File: src/rtl/i2c_txn_arbiter.sv
// ---------------------------------------------------------------------------
// i2c_txn_arbiter
//
// Round-robin arbiter and sequencer in front of the single I2C master core.
// Up to N_REQ requesters post register read/write requests. One request is
// granted at a time. Its command fields are loaded into the core, the core
// is started, and the result is returned to the granted requester.
// This block is the only driver of the core's command inputs.
//
// Optional feature macro: I2C_ARB_TIMEOUT_EN
//   When defined, a watchdog aborts a transaction that stays in WAIT for
//   TIMEOUT_CYC cycles. The requester then gets an error response.
//   When undefined, WAIT lasts until i2c_done and i2c_abort is tied low.
//
// Parameters
//   N_REQ        number of requesters (2..8)
//   TIMEOUT_CYC  watchdog limit in clk100mhz cycles (timeout build only)
//
// Ports
//   clk100mhz      system clock, rising edge
//   res            asynchronous active-low reset
//   req_valid      per-requester request, held until req_ack
//   req_rw         per-requester direction, 1 = read
//   req_slave      7-bit slave address per requester, packed
//   req_reg        8-bit register address per requester, packed
//   req_wdata      8-bit write data per requester, packed
//   req_ack        one-hot pulse: request captured
//   rsp_valid      one-hot pulse: transaction finished
//   rsp_rdata      read data, valid with rsp_valid
//   rsp_err        NACK or timeout, valid with rsp_valid
//   addr_to_send   {slave, rw} to core
//   addr_reg_send  register address to core
//   data_to_send   write data to core
//   rw             direction to core
//   i2c_start      1-cycle start pulse to core
//   i2c_abort      1-cycle abort pulse to core
//   i2c_done       core completion pulse
//   i2c_nack       core NACK flag, sampled with i2c_done
//   addr_reg_read  core read data, sampled with i2c_done
// ---------------------------------------------------------------------------
module i2c_txn_arbiter #(
  parameter int N_REQ       = 4,
  parameter int TIMEOUT_CYC = 100000
) (
  input  logic                 clk100mhz,
  input  logic                 res,
  input  logic [N_REQ-1:0]     req_valid,
  input  logic [N_REQ-1:0]     req_rw,
  input  logic [7*N_REQ-1:0]   req_slave,
  input  logic [8*N_REQ-1:0]   req_reg,
  input  logic [8*N_REQ-1:0]   req_wdata,
  output logic [N_REQ-1:0]     req_ack,
  output logic [N_REQ-1:0]     rsp_valid,
  output logic [7:0]           rsp_rdata,
  output logic                 rsp_err,
  output logic [7:0]           addr_to_send,
  output logic [7:0]           addr_reg_send,
  output logic [7:0]           data_to_send,
  output logic                 rw,
  output logic                 i2c_start,
  output logic                 i2c_abort,
  input  logic                 i2c_done,
  input  logic                 i2c_nack,
  input  logic [7:0]           addr_reg_read
);

  localparam int PW = (N_REQ > 1) ? $clog2(N_REQ) : 1;

  typedef enum logic [2:0] {
    IDLE  = 3'd0,
    GRANT = 3'd1,
    START = 3'd2,
    WAIT  = 3'd3,
    RESP  = 3'd4
  } state_t;

  state_t        state;
  state_t        state_next;
  logic [PW-1:0] grant;    // requester currently being served
  logic [PW-1:0] ptr;      // round-robin search start
  logic [PW-1:0] winner;   // round-robin pick for this cycle
  logic          any_req;
  logic          expired;  // watchdog fired this cycle (never when i2c_done)

  // -------------------------------------------------------------------------
  // Round-robin pick: the first valid requester at or after ptr, wrapping.
  // The loop runs from the farthest offset down to offset 0, so the closest
  // valid requester is the last assignment made and therefore wins.
  // -------------------------------------------------------------------------
  always_comb begin
    winner  = '0;
    any_req = 1'b0;
    for (int k = N_REQ - 1; k >= 0; k--) begin
      if (req_valid[(int'(ptr) + k) % N_REQ]) begin
        winner  = PW'((int'(ptr) + k) % N_REQ);
        any_req = 1'b1;
      end
    end
  end

  // -------------------------------------------------------------------------
  // Watchdog
  // -------------------------------------------------------------------------
`ifdef I2C_ARB_TIMEOUT_EN
  logic [16:0] wd_cnt;

  // Held at zero outside WAIT, so it always starts from zero when WAIT is
  // entered. During the k-th WAIT cycle it holds k-1, so expiry lands on the
  // TIMEOUT_CYC-th WAIT cycle. A coincident i2c_done takes precedence.
  always_ff @(posedge clk100mhz or negedge res) begin
    if (!res) begin
      wd_cnt <= '0;
    end else if (state != WAIT) begin
      wd_cnt <= '0;
    end else begin
      wd_cnt <= wd_cnt + 17'd1;
    end
  end

  assign expired = (state == WAIT) && (wd_cnt == 17'(TIMEOUT_CYC - 1)) && !i2c_done;
`else
  logic unused_timeout;
  assign unused_timeout = ^TIMEOUT_CYC;
  assign expired        = 1'b0;
`endif

  // -------------------------------------------------------------------------
  // FSM: state register
  // -------------------------------------------------------------------------
  always_ff @(posedge clk100mhz or negedge res) begin
    if (!res) begin
      state <= IDLE;
    end else begin
      state <= state_next;
    end
  end

  // -------------------------------------------------------------------------
  // FSM: next-state logic. i2c_done only matters in WAIT.
  // -------------------------------------------------------------------------
  always_comb begin
    state_next = state;
    unique case (state)
      IDLE:    if (any_req) state_next = GRANT;
      GRANT:   state_next = START;
      START:   state_next = WAIT;
      WAIT:    if (i2c_done || expired) state_next = RESP;
      RESP:    state_next = IDLE;
      default: state_next = IDLE;
    endcase
  end

  // -------------------------------------------------------------------------
  // FSM: pulse outputs (decoded from state)
  // -------------------------------------------------------------------------
  always_comb begin
    req_ack   = '0;
    rsp_valid = '0;
    i2c_start = 1'b0;
    i2c_abort = 1'b0;
    unique case (state)
      GRANT:   req_ack[grant]   = 1'b1;
      START:   i2c_start        = 1'b1;
      WAIT:    i2c_abort        = expired;
      RESP:    rsp_valid[grant] = 1'b1;
      default: ;
    endcase
  end

  // -------------------------------------------------------------------------
  // Datapath: grant/pointer bookkeeping, command fields and response capture.
  // The command fields are loaded on the IDLE->GRANT edge, so they are already
  // stable during the GRANT cycle. They are held through RESP and cleared on
  // the way back to IDLE.
  // -------------------------------------------------------------------------
  always_ff @(posedge clk100mhz or negedge res) begin
    if (!res) begin
      grant         <= '0;
      ptr           <= '0;
      addr_to_send  <= 8'h00;
      addr_reg_send <= 8'h00;
      data_to_send  <= 8'h00;
      rw            <= 1'b0;
      rsp_rdata     <= 8'h00;
      rsp_err       <= 1'b0;
    end else begin
      unique case (state)
        IDLE: begin
          if (any_req) begin
            grant         <= winner;
            addr_to_send  <= {req_slave[7*winner +: 7], req_rw[winner]};
            addr_reg_send <= req_reg[8*winner +: 8];
            data_to_send  <= req_wdata[8*winner +: 8];
            rw            <= req_rw[winner];
            rsp_rdata     <= 8'h00;
            rsp_err       <= 1'b0;
          end
        end
        WAIT: begin
          if (i2c_done) begin
            // Writes report 0x00 whatever the core leaves on its read bus.
            rsp_rdata <= rw ? addr_reg_read : 8'h00;
            rsp_err   <= i2c_nack;
          end else if (expired) begin
            rsp_rdata <= 8'h00;
            rsp_err   <= 1'b1;
          end
        end
        RESP: begin
          ptr           <= (grant == PW'(N_REQ - 1)) ? '0 : PW'(int'(grant) + 1);
          addr_to_send  <= 8'h00;
          addr_reg_send <= 8'h00;
          data_to_send  <= 8'h00;
          rw            <= 1'b0;
          rsp_rdata     <= 8'h00;
          rsp_err       <= 1'b0;
        end
        default: ;
      endcase
    end
  end

endmodule

File: config.mk
export PLATFORM = sky130hd
export DESIGN_NAME = i2c_txn_arbiter
export DESIGN_NICKNAME = d
export VERILOG_FILES = /design/src/rtl/i2c_txn_arbiter.sv
export SDC_FILE = /design/constraint.sdc
export NUM_CORES = 1
export LEC_CHECK = 0
export CORE_MARGIN = 5
export CORE_UTILIZATION = 36
export CTS_BUF_LIST = sky130_fd_sc_hd__clkbuf_8
export CTS_CLUSTER_SIZE = 30
export DETAILED_ROUTE_END_ITERATION = 12
export HOLD_SLACK_MARGIN = 0.08
export PLACE_DENSITY = 0.82
export SLEW_MARGIN = 20
export SYNTH_ARGS = -nofsm -noshare
export SYNTH_HDL_FRONTEND = slang
export SYNTH_SLANG_ARGS = --single-unit
File: constraint.sdc
create_clock -name clk100mhz -period 1.8 [get_ports clk100mhz]
set_input_delay 0.45 -clock clk100mhz [delete_from_list [all_inputs] [get_ports clk100mhz]]
set_output_delay 0.45 -clock clk100mhz [all_outputs]
set_load 0.1 [all_outputs]
==> flow_metrics.tcl <==
set metrics [dict create \
    status "complete, but fails checks" \
    violations "setup timing" \
    avgRoutedWirePerCell_um 20.42 \
    cp_data_arrival_time_ns 1.38 \
    gp_congestion 0.8646 \
    max_freq_ghz 0.5455 \
    n_antenna_cell 0 \
    async_reset_ff_share_pct 100.0 \
    first_global_vias 3253 \
    critPathMaxStageDelay_ns 0.46 \
    ant_nets 0 \
    fin_area_um2 5559 \
    dp_slack_ns -0.4627 \
    avgSynthCellArea_um2 9.952 \
    crit_buf_inv 1 \
    hold_buffers 0 \
    synth-seq-cells 40 \
    synth_area_um2 2786 \
    drive_gt1_share_pct 36.32 \
    cp_max_fo 4 \
    start_util_pct 36.44 \
    cts.sinks 40 \
    insertion_delay_ns 0.28 \
    vias_per_cell 5.606 \
    drtIter0Drc 154 \
    drt-total-wl_mm 11.42 \
    max_cap_viol_count 0 \
    first_pass_iters 4 \
    critPathLaunchType "flop" \
    holdWs_ns 0.1011 \
    p_per_area_nw_per_um2 1840 \
    dpl.hpwl_mm 8.188 \
    cts_tree "done" \
    cts.clk_slew.worst_paths_ns 0.08 \
    rsz0062_at_grt "true" \
    synthFlopType "dfrtp_1" \
    cts_buffer_depth 2 \
    ys_seq_area_share_pct 35.92 \
    nFillCells 530 \
    dpl_cell_area_um2 5039 \
    power_mw 10.23 \
    setup_violations 10 \
    drc 0 \
    critPathKind "reg2out" \
    fp.dieArea_um2 9599 \
    finalHoldViolCount 0 \
    gr-total-overflow 0 \
    crit_chain "nor3b_4 > and2_2 > buf_12" \
    synth_edf_count 0 \
    drv_slew 0 \
    cts_buffers 5 \
    grt_max_degree 25 \
    crit_path_end_kind "output port" \
    die_w_um 97.98 \
    core_um2 7647 \
    yosys.cell_types.count 38 \
    worst_slack_ns -0.03307 \
    finalClockSkew_ns 0.008496 \
    area_delta_synth_final_pct 99.51 \
    setup_tns_ns -0.1472 \
    slowest_stage "dfrtp_2" \
    ys_warn_count 0 \
    die_h_um 97.98 \
    finalCriticalPeriod_ns 1.833 \
    nets 572 \
    peakVddDrop_mv 1.165 \
    rows 32 \
    clockRootBuffer "clkbuf_8" \
    min_period_over_period_pct 101.8 \
    antenna_found_initial 0 \
    syn_nets 396 \
    top_level_ports 156 \
    required_ns 1.35 \
    track_usage_pct 21.92 \
    hold_class "in2async" \
    numPortBuffers 154 \
    netlist_instances 280 \
    cp_top_family "flip-flops" \
    grt_first_pass_wirelength_mm 17.15 \
    htreeDepth 2 \
    leakagePower_nw 2.335 \
    vias 3134 \
]
==> layer usage <==
layer / wire (um) / track usage [%]
met4: 208 / 5.005
met1: 4228 / 25.90
met3: 953 / 5.500
met5: 0 / 0
met2: 6027 / 39.84
==> flip-flops by register name (all words and copies together) (netlist names) <==
name and cells:
addr_reg_send 8, addr_to_send 8, rsp_rdata 8, data_to_send 8, rsp_err 1, state 3, grant 2, ptr 2
==> worst reg2reg max path, cell delays in order, from the launching register on <==
cell       delay, ns
dfrtp_2         0.45
buf_4           0.15
or4_4           0.56
nand2b_4        0.24
clkbuf_16       0.20
o211ai_2        0.15
==> final timing paths <==
kind	endpoint	cells after the start	from	slack, ns
worst max-delay path	req_ack[2]	3	state[1]	-0.03
worst min-delay path	state[0]	1	res	0.10
worst max register to register	addr_reg_send[0]	5	state[2]	-0.02
worst min register to register	data_to_send[1]	2	data_to_send[1]	0.56
max in group asynchronous	rsp_rdata[7]	2	res	1.21
min in group clk100mhz	data_to_send[1]	2	data_to_send[1]	0.56
==> cells by family after synthesis <==
kind of cell             count (synthesis)  synth area share (%)
other                                    1                0.1346
adder cells (fa/ha/maj)                  4                 1.796
buffers and inverters                   36                 7.050
multiplexers                            27                 9.789
AO/OA/AOI/OAI                           91                 29.37
AND/OR/NAND/NOR                         81                 15.94
flip-flops                              40                 35.92
==> power by group <==
part	internal, mW	switching [mW]	leakage (nW)
clock network	0.302	0.304	0.0538
registers	1.31	0.487	0.506
logic	3.24	4.59	1.78
total	4.85	5.38	2.34
==> cell type report <==
type	count	area, um2	area share [%]
Clock buffer	6	82.58	1.485
Multi-Input combinational cell	204	1795	32.30
Clock inverter	2	7.507	0.1350
Inverter	4	15.01	0.2701
Sequential cell	40	1006	18.10
Tap cell	102	127.6	2.296
Timing Repair Buffer	201	2525	45.42
==> cell usage after synthesis, types with 5 or more instances <==
library cell | n | area share (%)
a211o_1 | 24 | 7.5
a22o_1 | 9 | 2.8
and2_1 | 5 | 1.1
and3_1 | 5 | 1.1
buf_1 | 5 | 0.67
buf_2 | 10 | 1.8
buf_4 | 5 | 1.3
clkbuf_1 | 9 | 1.2
dfrtp_1 | 40 | 36
mux2i_1 | 25 | 9.0
nand2_1 | 29 | 3.9
nand4_1 | 24 | 5.4
nor2_1 | 6 | 0.81
o211ai_2 | 20 | 9.0
o31ai_1 | 25 | 6.7
==> cell usage in the layout, fill, tap and decap left out, types with 3 or more instances in the layout <==
cell and instances:
nor2_1 3, a21oi_1 3, dfrtp_2 4, and2_2 3, a22o_1 9, o211ai_1 4
and3_4 4, o31ai_1 25, dlygate4sd2_1 3, clkbuf_8 6, buf_6 7, mux2i_1 11
nand4_1 24, inv_1 4, mux2i_2 8, buf_4 26, nand2_1 29, clkdlybuf4s50_1 106
o211ai_2 20, buf_12 53, a211o_1 24, ha_2 3, mux2i_4 6, dfrtp_1 36
==> stage by stage <==
step	cells	utilization [%]
finish	559	72.69
global route	559	72.69
CTS	551	69.73
detailed placement	535	65.89
global placement	535	65.89
floorplan	280	-
==> what timing repair did <==
action                     4_1_cts  5_1_grt
buffers inserted                 6        6
setup endpoints to repair       43       37
pin swaps                        5       23
resized for setup               35       29
cloned                           2        2
Power figures use the tool's default switching activity.
